## src/rtl/uart_rx_oversample.sv

```systemverilog
// Oversampling UART receiver: 2-flop synchronizer, tick divider, 3-sample majority vote, 8N1 framing.
// Optional even-parity bit is compiled in with the UART_RX_PARITY_EN macro.
`timescale 1ns/1ps
module uart_rx_oversample #(
    parameter int CLK_HZ     = 50_000_000,
    parameter int BAUD       = 9600,
    parameter int OVERSAMPLE = 16
) (
    input  logic       clk_50m,
    input  logic       reset_b,
    input  logic       uart_rxd,
    output logic [7:0] rx_data,
    output logic       rx_valid,
    output logic       rx_frame_err,
    output logic       rx_parity_err,
    output logic       rx_busy,
    output logic [2:0] state_dbg
);

    localparam int DIV = CLK_HZ / (BAUD * OVERSAMPLE);
    localparam int M   = OVERSAMPLE / 2;
    localparam int CW  = (DIV > 1) ? $clog2(DIV) : 1;
    localparam int TW  = $clog2(OVERSAMPLE);

    localparam logic [2:0] S_IDLE   = 3'd0;
    localparam logic [2:0] S_START  = 3'd1;
    localparam logic [2:0] S_DATA   = 3'd2;
    localparam logic [2:0] S_STOP   = 3'd4;
`ifdef UART_RX_PARITY_EN
    localparam logic [2:0] S_PARITY = 3'd3;
`endif

    logic          sync1, rxs;
    logic [2:0]    state;
    logic [CW-1:0] div_cnt;
    logic [TW-1:0] tc;
    logic          samp_a, samp_b;
    logic [7:0]    shift;
    logic [2:0]    bit_idx;
    logic          tick, mid_a, mid_b, decide, bit_end, maj;

    always_ff @(posedge clk_50m or posedge reset_b) begin
        if (reset_b) begin
            sync1 <= 1'b1;
            rxs   <= 1'b1;
        end else begin
            sync1 <= uart_rxd;
            rxs   <= sync1;
        end
    end

    assign tick    = (state != S_IDLE) && (div_cnt == CW'(DIV - 1));
    assign mid_a   = tick && (tc == TW'(M - 1));
    assign mid_b   = tick && (tc == TW'(M));
    assign decide  = tick && (tc == TW'(M + 1));
    assign bit_end = tick && (tc == TW'(OVERSAMPLE - 1));
    assign maj     = (samp_a & samp_b) | (samp_a & rxs) | (samp_b & rxs);

    // Divider and tick counter sit at zero in IDLE so sampling phase is set by the start edge.
    always_ff @(posedge clk_50m or posedge reset_b) begin
        if (reset_b) begin
            div_cnt <= '0;
            tc      <= '0;
        end else if (state == S_IDLE) begin
            div_cnt <= '0;
            tc      <= '0;
        end else if (tick) begin
            div_cnt <= '0;
            tc      <= (tc == TW'(OVERSAMPLE - 1)) ? '0 : tc + 1'b1;
        end else begin
            div_cnt <= div_cnt + 1'b1;
        end
    end

    // rx_valid is a one-cycle strobe with no back-pressure: the consumer must take rx_data on it.
    always_ff @(posedge clk_50m or posedge reset_b) begin
        if (reset_b) begin
            state        <= S_IDLE;
            samp_a       <= 1'b1;
            samp_b       <= 1'b1;
            shift        <= 8'h00;
            bit_idx      <= 3'd0;
            rx_data      <= 8'h00;
            rx_valid     <= 1'b0;
            rx_frame_err <= 1'b0;
`ifdef UART_RX_PARITY_EN
            rx_parity_err <= 1'b0;
`endif
        end else begin
            rx_valid     <= 1'b0;
            rx_frame_err <= 1'b0;
`ifdef UART_RX_PARITY_EN
            rx_parity_err <= 1'b0;
`endif
            if (mid_a) samp_a <= rxs;
            if (mid_b) samp_b <= rxs;
            case (state)
                S_IDLE: begin
                    if (!rxs) state <= S_START;
                end
                S_START: begin
                    if (decide && maj) begin
                        state <= S_IDLE;
                    end else if (bit_end) begin
                        state   <= S_DATA;
                        bit_idx <= 3'd0;
                    end
                end
                S_DATA: begin
                    if (decide) shift <= {maj, shift[7:1]};
                    if (bit_end) begin
                        if (bit_idx == 3'd7) begin
`ifdef UART_RX_PARITY_EN
                            state <= S_PARITY;
`else
                            state <= S_STOP;
`endif
                        end else begin
                            bit_idx <= bit_idx + 3'd1;
                        end
                    end
                end
`ifdef UART_RX_PARITY_EN
                S_PARITY: begin
                    // Even parity: data ones plus parity bit must be even.
                    if (decide) bit_idx[0] <= (^shift) ^ maj;
                    if (bit_end) state <= S_STOP;
                end
`endif
                S_STOP: begin
                    if (decide) begin
                        state <= S_IDLE;
                        if (!maj) begin
                            rx_frame_err <= 1'b1;
`ifdef UART_RX_PARITY_EN
                        end else if (bit_idx[0]) begin
                            rx_parity_err <= 1'b1;
`endif
                        end else begin
                            rx_data  <= shift;
                            rx_valid <= 1'b1;
                        end
                    end
                end
                default: state <= S_IDLE;
            endcase
        end
    end

`ifndef UART_RX_PARITY_EN
    assign rx_parity_err = 1'b0;
`endif

    assign rx_busy   = (state != S_IDLE);
    assign state_dbg = state;

endmodule

```

## config.mk

```make
export PLATFORM = sky130hd
export DESIGN_NAME = uart_rx_oversample
export DESIGN_NICKNAME = d
export VERILOG_FILES = /design/src/rtl/uart_rx_oversample.sv
export SDC_FILE = /design/constraint.sdc
export NUM_CORES = 1
export LEC_CHECK = 0
export CORE_MARGIN = 4
export CORE_UTILIZATION = 60
export CTS_CLUSTER_DIAMETER = 100
export CTS_CLUSTER_SIZE = 40
export DETAILED_ROUTE_END_ITERATION = 16
export DONT_BUFFER_PORTS = 1
export PLACE_DENSITY = 0.86
export SLEW_MARGIN = 20
export SYNTH_ARGS = -nofsm -noshare
export SYNTH_HDL_FRONTEND = slang
export SYNTH_SLANG_ARGS = --single-unit
```

## constraint.sdc

```tcl
create_clock -name clk_50m -period 2.6 [get_ports clk_50m]
set_input_delay 0.39 -clock clk_50m [delete_from_list [all_inputs] [get_ports clk_50m]]
set_output_delay 0.39 -clock clk_50m [all_outputs]
set_load 0.005 [all_outputs]
```

* Yosys cells after proc, flatten, opt, wreduce, memory -nomap -nowiden
Cells that the tools add are included.
Cells by class: reduce and logical (&&, ||, !) cells 14, equality and inequality tests 17, bitwise operators 5, magnitude comparators 0, multiply operators 0, add/subtract/negate cells 3, div/mod/pow operators 0, muxes and demuxes 23, shift operators 0
Operator list (count):
- 2-to-1 mux 3 bit | 10
- 2-to-1 mux 9 bit | 2
- != test 2 bit, second input constant | 7
- equality test 4 bit, second input constant | 3
- 2-to-1 mux 4 bit | 3
- case mux 3 bit (4 select lines) | 1
- AND reduction 5 bit | 2
- adder 9 x 1 -> 9 bit, second input constant | 1
- equality test 9 bit, second input constant | 1
- equality test 3 bit, second input constant | 2
- logical AND 1 bit | 6
- 2-to-1 mux 1 bit | 6
- case mux 3 bit (2 select lines) | 1
- adder 4 x 1 -> 4 bit, second input constant | 1
- equality test 4 x 3 -> 1 bit, second input constant | 1
- nonzero test 2 bit | 2
- adder 3 x 1 -> 3 bit, second input constant | 1
- AND 1 bit | 3
- equality test 3 x 1 -> 1 bit, second input constant | 1
- equality test 3 x 2 -> 1 bit, second input constant | 1
- logical NOT 3 bit | 1
- != test 3 bit, second input constant | 1
- AND reduction 3 bit | 1
- nonzero test 3 bit | 1
- other kinds (2) | 3
Storage, ports and cells: memories kept 0, memory bits (writable) 0, memory bits (read-only) 0, bits in registers 41, latch bits 0, input bits 3, word-level logic and storage cells 74

* Depth between registers and ports, before layout
Gate-level depths: netlist (run 1).
depth after elaboration 6, gate-level depth with buffers 7

* Worst setup path before layout (run 1)
No wires, ideal clock.
path type flip-flop to flip-flop, start register div_cnt[0], end register bit_idx[0], arrival time 1.845 ns, stages on the path, launching flop included 8, path slack 0.630 ns, path buffers 1, clock period less this slack 1.970 ns, data required time 2.475 ns, cells stage by stage dfrtp_1 > inv_1 > ha_1 > nand4bb_4 > or2_1 > buf_6 > a2111o_1 > mux2_4
On the way: word-level cells in the longest chain between the ends 6, elaborated cells between the ends (all ways) 9
Ends and longest elaborated chain:
- start: declaration | line 35 | logic [CW-1:0] div_cnt;
- start signal: assignment | line 71 | div_cnt <= div_cnt + 1'b1;
- equality test 9 bit (*) | line 52 | assign tick = (state != S_IDLE) && (div_cnt == CW'(DIV - 1));
- logical AND 1 bit (*) | line 52
- logical AND 1 bit | line 55 | assign decide = tick && (tc == TW'(M + 1));
- logical AND 1 bit | line 102 | if (decide && maj) begin
- != test 2 bit (no line)
- AND reduction 5 bit (no line) (*)
- end signal: assignment | line 119 | bit_idx <= bit_idx + 3'd1;
- end: declaration | line 39 | logic [2:0] bit_idx;
Mark *: on every way between the ends. The rest lies on a longest branch, timed or not. A chain may end at the register's enable or synchronous reset.

* Worst setup path after layout (run 1)
start register div_cnt[0], end register rx_data[0]
On the way: word-level cells in the longest chain between the ends 4
Ends and longest elaborated chain:
- equality test 9 bit | line 52
- logical AND 1 bit | line 52
- logical AND 1 bit | line 55
- AND reduction 3 bit (no line)
- end signal: assignment | line 140 | rx_data <= shift;
- end: declaration | line 12 | output logic [7:0] rx_data,
Every way passes these cells.

==> flow_summary.json, run 1 <==
{
  "status": "finished clean",
  "cts.path.max_buffers": 2,
  "fin_crit_sh_pct": 83.9,
  "grt_max_degree": 42,
  "postCtsSetupRepairBufs": 0,
  "yosys_warnings": 0,
  "final_cell_mix": "37 x dfrtp_1, 17 x mux2_2, 14 x nor2_1, 11 x inv_1, 9 x nand2_1",
  "crit_type": "reg -> reg",
  "clock.fmax_mhz": 459,
  "cp-startpoint": "div_cnt[0]",
  "hp-class": "in -> async",
  "drt-initial-drc-count": 63,
  "rsz0062_at_grt": "false",
  "slew_headroom_pct": 54.1,
  "setup_violations": 0,
  "finalMaxSlewViolations": 0,
  "synth_edf_count": 0,
  "clk_latency_ps": 350,
  "die_h_um": 64.6,
  "htreeDepth": 2,
  "ir_drop_mv": 0.508,
  "seq_area_frac_synth_pct": 53.7,
  "finClkSkew_ps": 13.3,
  "dieArea_um2": 4170,
  "routabilityCongestion": 0.856,
  "final_common_cell": "dfrtp_1",
  "power_density_nw_per_um2": 527,
  "synthToLayoutAreaGrowth_pct": 7.82,
  "start_util_pct": 62.9,
  "dr.pass1.iters": 4,
  "synthCells": 162,
  "r2r_cells": 6,
  "grt_first_pass_wirelength_um": 5910,
  "cts_root_buf": "clkbuf_4",
  "fillers": 229,
  "grt_pass1_vias": 1257,
  "ys_ff_latch": 41,
  "ys_types": 38,
  "syn_area_per_cell_um2": 11.8,
  "cts-hold-fix-buffers": 0,
  "antenna_found_initial": 0,
  "leakage_nw": 0.985,
  "hold_viol_final": 0,
  "syn_nets": 172,
  "grt_overflow": 0,
  "ys_async_sr_fraction_pct": 100,
  "reg2reg_slack_ps": 420,
  "grt_usage_pct": 18.7,
  "cp-end-kind": "flip-flop",
  "coreArea_um2": 3050,
  "pin_count": 18,
  "start_kind": "flip-flop",
  "vias_per_cell": 5.73,
  "netlist_area_um2": 1920,
  "post_cts_resized": 0,
  "cts_sinks": 41,
  "whs_ps": 30.0,
  "worstReg2RegEnd": "rx_data[0]",
  "drtAntennaViolNets": 0,
  "die-width_um": 64.6,
  "rows": 20,
  "layout-drive-gt1-share_pct": 20.5,
  "clk_pin_slew_ps": 130,
  "numCtsBuffers": 5,
  "worst_pin_slew_ps": 683,
  "crit_arrival_ps": 2430,
  "required_ps": 2850,
  "cts_tree": "done",
  "diodes": 0,
  "num-nets-final": 180,
  "rr_startpoint": "div_cnt[0]",
  "drt_wl_total_um": 3360,
  "port_buffers": 0,
  "drc_errors": 0,
  "finalCriticalPeriod_ps": 2180,
  "dpl.hpwl_um": 2470,
  "via_count": 1231,
  "wire_per_inst_um": 15.6,
  "maxCapViolCount": 0,
  "synth_ff_type": "dfrtp_1",
  "setup-tns-final_ps": 0,
  "worstSetupEndpoint": "rx_data[0]",
  "critPathMaxFanout": 10
}
-- synth_stat cells, types with 2 or more instances --
library cell	number	area, µm²
ha_1	7	87.6
xnor2_1	5	43.8
nor3_1	5	25.0
and2_1	2	12.5
nor2b_1	4	25.0
nand4_1	2	12.5
nand4bb_4	2	55.1
dfstp_2	4	105
a21oi_1	2	10.0
xor2_1	3	26.3
nor2_1	14	52.6
o21ai_0	8	40.0
mux2_2	17	191
nand3_1	8	40.0
mux2i_1	2	20.0
nand2_1	9	33.8
inv_1	11	41.3
dfrtp_1	37	926
-- area by class of cell --
class / count / area (µm²) / area share [%]
Clock buffer: 6 / 51.3 / 2.48
Sequential cell: 41 / 1030 / 49.8
Clock inverter: 2 / 37.5 / 1.81
Tap cell: 44 / 55.1 / 2.66
Inverter: 11 / 41.3 / 2.00
Timing Repair Buffer: 3 / 25.0 / 1.21
Multi-Input combinational cell: 108 / 828 / 40.0
-- worst min-delay path by stage --
| stage | start | endpoint | slack [ps] | cells after the start |
|---|---|---|---|---|
| 3_5_place_dp | sync1 | rxs | 350 | 0 |
| 2_1_floorplan | sync1 | rxs | 350 | 0 |
| 4_1_cts | uart_rxd | sync1 | 5 | 0 |
| 5_1_grt | reset_b | shift[4] | 60 | 2 |
| 3_3_place_gp | sync1 | rxs | 350 | 0 |
| 6_report | reset_b | shift[0] | 30 | 2 |
-- worst max-delay path: stages, from the launching register on --
cell       delay (ps)
dfrtp_1           440
inv_1              80
ha_1              190
nand4bb_4         130
or2_1             400
nor3_4            460
mux2_2            390
-- per-layer routing --
metal | global-route usage (%) | wire (µm) | part of all wire [%] | up-vias
met4 | 9.50 | 65 | 1.9 | 0
met5 | 0 | 0 | 0 | -
met3 | 5.20 | 151 | 4.5 | 7
li1 | - | - | - | 579
met1 | 24.5 | 1490 | 44 | 618
met2 | 28.6 | 1650 | 49 | 27
-- metrics by stage --
stage               worst slack [ps]  utilization, %  instances  instance area [µm²]  power (mW)
floorplan                        630               -        162                 1920       0.664
global placement                 507            64.5        206                 1970       0.668
detailed placement               421            64.5        206                 1970       0.668
CTS                              405            67.5        214                 2060        1.10
global route                     295            67.8        215                 2070        1.14
finish                           420            67.8        215                 2070        1.09
-- flip-flops by register name, summed over array words and instances, names as in the netlist --
register	cells
samp_b	1
rx_data	8
rx_frame_err	1
state_dbg	3
rxs	1
tc	4
rx_valid	1
bit_idx	3
sync1	1
shift	8
div_cnt	9
samp_a	1
-- report_power, final --
part	switching, mW	total, mW	internal, mW
sequential	0.00149	0.642	0.641
combinational	0.0122	0.0145	0.00225
clock	0.206	0.435	0.228
-- logic make-up (layout without fill, tap and decap cells) --
family | count (synthesis) | in the layout | synth area share [%]
AOI/OAI and AO/OA | 16 | 16 | 5.15
other | 1 | 1 | 0.195
xor gates and xnor gates | 8 | 8 | 3.65
adders and majority gates | 7 | 7 | 4.56
DFF | 41 | 41 | 53.7
buffers and inverters | 13 | 22 | 3.13
and+or+nand+nor | 55 | 55 | 17.2
muxes | 21 | 21 | 12.4
Power figures use the tool's default switching activity.
==> run 2: changes to the inputs <==
--- a/config.mk
+++ b/config.mk
@@ -6,12 +6,12 @@
 export NUM_CORES = 1
 export LEC_CHECK = 0
 export CORE_MARGIN = 4
-export CORE_UTILIZATION = 60
+export CORE_UTILIZATION = 56
 export CTS_CLUSTER_DIAMETER = 100
 export CTS_CLUSTER_SIZE = 40
 export DETAILED_ROUTE_END_ITERATION = 16
 export DONT_BUFFER_PORTS = 1
-export PLACE_DENSITY = 0.86
+export PLACE_DENSITY = 0.84
 export SLEW_MARGIN = 20
 export SYNTH_ARGS = -nofsm -noshare
 export SYNTH_HDL_FRONTEND = slang
==> constraint.sdc (replaced) <==
create_clock -name clk_50m -period 1.8 [get_ports clk_50m]
set_input_delay 0.27 -clock clk_50m [delete_from_list [all_inputs] [get_ports clk_50m]]
set_output_delay 0.27 -clock clk_50m [all_outputs]
set_load 0.005 [all_outputs]
==> run 2 against run 1 <==
Compared with the run above: the run now ends with negative setup slack left; total power rose by 30%; sequential power rose by 45%; critical path depth did not move; wire length rose by 22%; critical path type unchanged; largest cell class unchanged; largest power group unchanged.
==> flow_summary.json, run 2 (synthesis results as in run 1) <==
{
  "cts_root_buf": "clkbuf_4",
  "worstReg2RegEnd": "bit_idx[0]",
  "clk_pin_slew_ps": 130,
  "start_kind": "flip-flop",
  "cp-startpoint": "div_cnt[1]",
  "cp-end-kind": "flip-flop",
  "synthToLayoutAreaGrowth_pct": 25.4,
  "setup_violations": 1,
  "pre_cts_ws_ps": -64.0,
  "fin_crit_sh_pct": 102,
  "drc_errors": 0,
  "hp-start": "sync1",
  "top_register": "div_cnt",
  "seqPwrFrac_pct": 65.2,
  "grt_pass1_vias": 1433,
  "largest_reg_flops": 9,
  "numCtsBuffers": 5,
  "clk_latency_ps": 370,
  "grt_overflow": 0,
  "start_util_pct": 60.9,
  "drtAntennaViolNets": 0,
  "status": "finished, violations left",
  "leakage_nw": 1.13,
  "r2r_cells": 6,
  "fin_cells": 246,
  "gr-max-usage-layer": "met2",
  "via_count": 1357,
  "largestRegisters": "div_cnt: 9 flops, rx_data: 8 flops, shift: 8 flops",
  "grtUsageMet3_pct": 6.75,
  "hold_viol_final": 0,
  "crit_arrival_ps": 2080,
  "dr.pass1.iters": 4,
  "grt_first_pass_wirelength_um": 6600,
  "wire_per_inst_um": 16.6,
  "finClkSkew_ps": 11.8,
  "grt_max_degree": 42,
  "cts_tree": "done",
  "final_cell_mix": "33 x dfrtp_1, 29 x buf_4, 13 x nor2_1, 10 x mux2_2",
  "num-nets-final": 211,
  "cts_sinks": 41,
  "layout-drive-gt1-share_pct": 40.1,
  "dieArea_um2": 4430,
  "required_ps": 2060,
  "reg2reg_slack_ps": -30,
  "seq_area_um2": 1040,
  "worstSetupEndpoint": "bit_idx[0]",
  "rsz0062_at_grt": "true",
  "finalMaxSlewViolations": 0,
  "antenna_found_initial": 0,
  "failed_checks": "negative setup slack",
  "dpl.hpwl_um": 2730,
  "grt_use_met1_pct": 22.8,
  "finalCriticalPeriod_ps": 1830,
  "coreArea_um2": 3150,
  "setup_slack_ps": -27.7,
  "ir_drop_mv": 0.534,
  "cts.path.max_buffers": 2,
  "p_comb_share_pct": 1.6,
  "switching_share_pct": 23.8,
  "hp-class": "reg -> reg",
  "pin_count": 18,
  "rr_startpoint": "div_cnt[1]",
  "drt_wl_total_um": 4080,
  "p_sw_mw": 0.339,
  "clkPwrFrac_pct": 33.2,
  "port_buffers": 0,
  "rows": 20,
  "crit_type": "reg -> reg",
  "die-width_um": 66.5,
  "final_common_cell": "dfrtp_1",
  "diodes": 0,
  "power_density_nw_per_um2": 591,
  "vias_per_cell": 5.52,
  "grt_usage_pct": 20.3,
  "clock.fmax_mhz": 547,
  "die_h_um": 66.5,
  "maxCapViolCount": 0,
  "met2_usage_pct": 34.9,
  "dp_cells": 229,
  "fillers": 221,
  "multiInputGateArea_um2": 935,
  "routabilityCongestion": 0.921,
  "p_int_mw": 1.08,
  "drt-initial-drc-count": 84,
  "critPathMaxFanout": 4,
  "htreeDepth": 2
}
[run 2: cell types whose count changed in the layout (fill, tap and decap cells not counted), moves of 3 or more]
| cell | before | now |
|---|---|---|
| dfrtp_2 | 0 | 4 |
| mux2_4 | 1 | 9 |
| ha_4 | 0 | 4 |
| mux2_2 | 17 | 10 |
| ha_1 | 7 | 3 |
| buf_4 | 2 | 29 |
| inv_2 | 0 | 3 |
| inv_1 | 11 | 8 |
| dfrtp_1 | 37 | 33 |
[run 2: metal layers]
metal | up-vias | part of all wire (%)
li1 | 632 | -
met1 | 682 | 39
met2 | 36 | 55
met3 | 7 | 5.0
met4 | 0 | 1.7
met5 | - | 0
[run 2: final cells by class]
class / count / share of cell area [%]
clock buffers: 5 / 1.56
well taps: 44 / 2.29
multi-input cells: 108 / 38.8
flip-flops and latches: 41 / 43.0
inverters: 11 / 1.72
repair buffers: 34 / 11.7
clock inverters: 3 / 0.884
[run 2: power groups by stage]
stage	Combinational (mW)	Clock, mW	Sequential, mW
floorplan	0.0158	0	0.944
global placement	0.0196	0	0.945
detailed placement	0.0206	0	0.945
CTS	0.0239	0.487	0.927
global route	0.0271	0.535	0.928
finish	0.0229	0.473	0.928
[run 2: how the worst min path moves through the flow]
stage	to	slack (ps)	cells after the start
after global routing	rxs	370	0
after global placement	sync1	270	0
after detailed placement	sync1	270	0
after CTS	rxs	370	0
final	rxs	370	0
after floorplan	sync1	270	0
[run 2: per-stage QoR]
step / instance area, µm² / setup TNS (ps) / power (mW) / hold slack (ps) / util, %
2_1_floorplan: 1930 / -701 / 0.960 / 274 / -
3_3_place_gp: 2170 / -63.0 / 0.964 / 275 / 68.7
3_5_place_dp: 2170 / -242 / 0.965 / 275 / 68.7
6_report: 2410 / -27.7 / 1.42 / 367 / 76.3
5_1_grt: 2410 / -703 / 1.49 / 371 / 76.3
4_1_cts: 2280 / -98.0 / 1.44 / 368 / 72.4
[run 2: repair_timing]
action	in CTS	in global routing
resized for setup	8	19
hold buffers	2	0
endpoints found under the setup margin	12	24
pin swaps	0	6
endpoints found under the hold margin	38	0
buffers inserted	1	6
[run 2: critical path, stage by stage, from the launching register on]
cell       delay, ps
dfrtp_1          420
inv_2             70
ha_4             140
nand4bb_4        110
or2_4            300
a2111o_1         360
mux2_4           320
==> run 3: changes to the inputs <==
--- a/config.mk
+++ b/config.mk
@@ -7,7 +7,6 @@
 export LEC_CHECK = 0
 export CORE_MARGIN = 4
 export CORE_UTILIZATION = 56
-export CTS_CLUSTER_DIAMETER = 100
 export CTS_CLUSTER_SIZE = 40
 export DETAILED_ROUTE_END_ITERATION = 16
 export DONT_BUFFER_PORTS = 1
==> results of run 3 <==
Same layout as run 2: the final DEF is identical, and so are final timing and power.
==> RTL change 1, RTL diff (config.mk and constraints of run 1) <==
Set the parameter `CLK_HZ` to 100_000_000 (it was 50_000_000).
--- a/src/rtl/uart_rx_oversample.sv
+++ b/src/rtl/uart_rx_oversample.sv
@@ -3,5 +3,5 @@
 `timescale 1ns/1ps
 module uart_rx_oversample #(
-    parameter int CLK_HZ     = 50_000_000,
+    parameter int CLK_HZ     = 100_000_000,
     parameter int BAUD       = 9600,
     parameter int OVERSAMPLE = 16
Formal check against the unedited RTL: no difference found for any inputs over 10 cycles, from zero or initial values and one cycle with reset_b high; that may be too few to reach the edited logic, so the function may still have changed.
==> RTL change 1 against run 1 <==
Die area grew 3.0%; cell area increased by 2.2%; final cell count increased by 3.3%; routed wire length fell by 2.3%; total power decreased by 0.32%; synthesized area up 3.4%; critical path depth stayed put; sequential cell count increased by 1; setup slack better by 0.19 ns; utilization up 0.40 points; largest cell class unchanged.
==> RTL change 1: results (changes against run 1) <==
Adder-Cell Fraction of Synth Area=4.918% (+0.35 points); fin nets=187 (+3.9%); CP max FO=8 (-2); clock skew=0.01822 ns (+0.004886 ns); Synth Area in XOR/XNOR=3.531% (-0.12 points); synth unique cells=40 (+5.3%); starting DRC count in detailed routing=136 (+120%); Syn Nets=182 (+5.8%); ratio of cells with drive above 1 in the final layout=21.35% (+0.88 points); Placed Area=2027 um^2 (+2.9%); Root Buffer=clkbuf_4; Tot GR Track Use=18.68% (-0.062 points); register area share after synthesis=53.22% (-0.50 points); synth cell count leaders=dfrtp_1 (38), mux2_2 (19), nand2_1 (17), nor2_1 (16), inv_1 (10); status=complete, no violations; RD Place Congestion=0.8665 (+1.2%); Synth area leaders=dfrtp_1 (48%), mux2_2 (11%), dfstp_2 (5.3%); first-pass GRT wire length=5975 um (+1.0%); vias in the first global route=1282 (+2.0%); leakage power total=0.0009909 uW (+0.63%); dpl hpwl=2396 um (-2.9%); WP data arrival=2.24 ns (-0.19 ns); Compound-Gate Fraction of Synth Area=4.224% (-0.93 points); Top FF cell, synth=dfrtp_1; biggest regs=div_cnt x10, rx_data x8, shift x8; multiplexer share of the synthesized area=12.30% (-0.091 points); largest net degree at the start of global routing=43 (+2.4%); Ant. Diodes=0 (unchanged); fillers=242 (+5.7%); Peak supply drop=0.0005277 V (+4.0%); Least-Margin Pin Slew=0.5073 ns (-0.1753 ns); Vias per Instance=5.532 (-3.4%); drt wl/cell=14.77 um (-5.4%)
## RTL change 1: changes by cell type after synthesis, moves of 2 or more
cell	change
and2_1	-2
mux2_2	+2
nand2_1	+8
nand4bb_4	-2
nor2_1	+2
nor2b_1	-2
nor3_1	-3
nor4_1	+2
o21ai_0	-3
## RTL change 1: power by group
part | leakage [uW] | internal (uW) | switching [uW]
Sequential | 0.000558 | 656 | 1.04
Combinational | 0.000395 | 2.27 | 12.6
Clock | 0.0000385 | 203 | 213
## RTL change 1: stage by stage
step / instances / setup slack (ns)
3_5_place_dp: 213 / 0.6030
5_1_grt: 222 / 0.4941
3_3_place_gp: 213 / 0.6821
2_1_floorplan: 172 / 0.7971
4_1_cts: 221 / 0.5938
6_report: 222 / 0.6100
## RTL change 1: repair_timing
| action | CTS | global route |
|---|---|---|
| setup endpoints to repair | 0 | 0 |
| endpoints found under the hold margin | 0 | 1 |
| hold buffers | 0 | 1 |
## RTL change 1: area by class of cell
type                            instances  area, um^2  area share, %
Clock buffer                            6       41.29          1.952
Clock inverter                          2       37.54          1.774
Timing Repair Buffer                    2       17.52         0.8279
Inverter                               10       37.54          1.774
Sequential cell                        42        1056          49.91
Tap cell                               44       55.05          2.602
Multi-Input combinational cell        116       870.8          41.16
## RTL change 1: worst max-delay path: stages (launching register included)
cell and delay, ns:
dfrtp_1 0.45, inv_1 0.08, ha_1 0.16, and3b_1 0.25, nand3_4 0.17, nor3_4 0.41, mux2_2 0.39
## RTL change 1: cells by family after synthesis
kind of cell	after synthesis
simple gates	65
flops	42
mux	22
buf+inv	14
compound gates	12
fa+ha+maj	8
xor+xnor	8
other cells	1
## RTL change 1: routing by layer
layer	up-vias	GRT usage, %	wire length (um)
met1	595	22.95	1388
met4	0	6.995	48
li1	596	-	-
met5	-	0	0
met2	31	30.21	1664
met3	6	6.667	176
## RTL change 1: path summary, 6_finish.rpt
check,startpoint,to,slack [ns],cells after the start
min reg2reg,sync1$_DFF_PP1_,rxs$_DFF_PP1_,0.36,0
min in group clk_50m,sync1$_DFF_PP1_,rxs$_DFF_PP1_,0.36,0
max,div_cnt[0]$_DFF_PP0_,rx_data[7]$_DFFE_PP0P_,0.61,6
max in group asynchronous,reset_b,sync1$_DFF_PP1_,2.20,2
max reg2reg,div_cnt[0]$_DFF_PP0_,rx_data[7]$_DFFE_PP0P_,0.61,6
min,reset_b,shift[6]$_DFFE_PP0P_,0.02,2
==> RTL change 2, RTL diff (settings of run 1) <==
Made on the original files. Make the reset (`reset_b`) synchronous in 3 clocked blocks.
--- a/src/rtl/uart_rx_oversample.sv
+++ b/src/rtl/uart_rx_oversample.sv
@@ -40,5 +40,5 @@
     logic          tick, mid_a, mid_b, decide, bit_end, maj;
 
-    always_ff @(posedge clk_50m or posedge reset_b) begin
+    always_ff @(posedge clk_50m) begin
         if (reset_b) begin
             sync1 <= 1'b1;
@@ -58,5 +58,5 @@
 
     // Divider and tick counter sit at zero in IDLE so sampling phase is set by the start edge.
-    always_ff @(posedge clk_50m or posedge reset_b) begin
+    always_ff @(posedge clk_50m) begin
         if (reset_b) begin
             div_cnt <= '0;
@@ -74,5 +74,5 @@
 
     // rx_valid is a one-cycle strobe with no back-pressure: the consumer must take rx_data on it.
-    always_ff @(posedge clk_50m or posedge reset_b) begin
+    always_ff @(posedge clk_50m) begin
         if (reset_b) begin
             state        <= S_IDLE;
Check against the original RTL: differs if reset_b is asserted again (counterexample within 4 cycles, from zero or initial values and one cycle with reset_b high); with reset_b held inactive, the same outputs for 10 cycles.
==> RTL change 2 against run 1 <==
Sequential cell count is the same; routed wire length grew 14%; utilization grew 1.7 points; synthesized area shrank 2.6%; count of clock-buffer cells in the layout shrank 1; cell area shrank 3.4%; setup slack gained 0.17 ns; highest routed layer unchanged.
Power is not compared: it rests on default switching activity, and its combinational part moved more than twofold at a synthesized area within 25%.
==> RTL change 2: results (changes against run 1) <==
starting DRC count in detailed routing=147 (+130%); met2 usage=34.06% (+5.5 points); RD Place Congestion=0.8255 (-3.6%); Placed Area=1893 um^2 (-3.9%); register area share after synthesis=43.91% (-9.8 points); ys async rst share=0% (-100 points); vias in the first global route=1486 (+18%); Vias per Instance=6.075 (+6.1%); fillers=213 (-7.0%); worst hold path class=in -> reg; ratio of cells with drive above 1 in the final layout=8.571% (-12 points); synth cell count leaders=dfxtp_1 (41), nor2_1 (23), nand3_1 (16), a21oi_1 (15), nand2_1 (14); CP max FO=9 (-1); critical path's slowest cell=or4bb_1; first-pass GRT wire length=6824 um (+15%); met1 usage=25.22% (+0.71 points); largest net degree at the start of global routing=28 (-33%); status=complete, no violations; fin nets=219 (+22%); Setup WS pre-CTS=0.6074 ns (+0.1860 ns); Top FF cell, synth=dfxtp_1; Least-Margin Pin Slew=0.5786 ns (-0.1041 ns); DRT Wirelength=3823 um (+14%); Tot GR Track Use=21.00% (+2.3 points); dpl hpwl=2741 um (+11%)
## RTL change 2: changes by cell type after synthesis, sizes merged, moves of 6 or more
cell          run 1  this run
dfxtp             0        41
dfrtp            37         0
nand3             8        16
nor2             14        23
a21oi             2        15
mux2             19         0
mux2i             2         8
## RTL change 2: cells by family (layout without fill, tap and decap cells)
kind of cell	count (synthesis)	count (layout)	synth area share, %
muxes	8	8	4.284
adders and majority gates	8	8	5.221
AOI/OAI and AO/OA	41	41	13.19
xor gates and xnor gates	8	8	3.748
and+or+nand+nor	86	86	25.50
other	1	1	0.2006
DFF	41	41	43.91
buffers and inverters	16	17	3.949
## RTL change 2: layout make-up
type | count | area (um^2) | share of cell area (%)
inverter | 6 | 22.52 | 1.126
sequential | 41 | 820.8 | 41.05
multi-input combinational | 152 | 974.7 | 48.75
tap | 42 | 52.55 | 2.628
clock buffer | 5 | 37.54 | 1.877
timing repair buffer | 3 | 22.52 | 1.126
clock inverter | 3 | 68.82 | 3.442
## RTL change 2: metal layers
| layer | part of all wire, % | routed length (um) |
|---|---|---|
| met1 | 42 | 1619 |
| met2 | 49 | 1856 |
| met3 | 7.0 | 269 |
| met4 | 2.0 | 78 |
| met5 | 0 | 0 |
## RTL change 2: worst paths after layout
path / start / end / slack (ns) / cells past startpoint
max: div_cnt[0]$_SDFF_PP0_ / samp_a$_SDFFE_PP1P_ / 0.59 / 6
min: reset_b / bit_idx[1]$_SDFFE_PP0P_ / 0.08 / 1
max reg2reg: div_cnt[0]$_SDFF_PP0_ / samp_a$_SDFFE_PP1P_ / 0.59 / 6
min reg2reg: sync1$_SDFF_PP1_ / rxs$_SDFF_PP1_ / 0.42 / 1
## RTL change 2: worst max-delay path, delay by kind of cell, from the launching register on
| kind | cells | cell delay (ns) |
|---|---|---|
| compound gates | 2 | 0.44 |
| fa+ha+maj | 1 | 0.15 |
| buf+inv | 1 | 0.07 |
| flops | 1 | 0.38 |
| simple gates | 2 | 0.87 |
## RTL change 2: metrics by stage
stage / std cells / utilization [%] / hold slack (ns)
floorplan: 209 / - / 0.3895
global placement: 244 / 65.81 / 0.4043
detailed placement: 244 / 65.81 / 0.3929
CTS: 252 / 69.51 / 0.07140
global route: 252 / 69.51 / 0.05352
finish: 252 / 69.51 / 0.08353
## RTL change 2: where the power goes
part | switching [uW] | internal (uW) | total (uW) | leakage (uW)
combinational | 2.97 | 2.89 | 5.86 | 0.000368
sequential | 1.40 | 630 | 631 | 0.000331
clock | 216 | 302 | 518 | 0.0000558
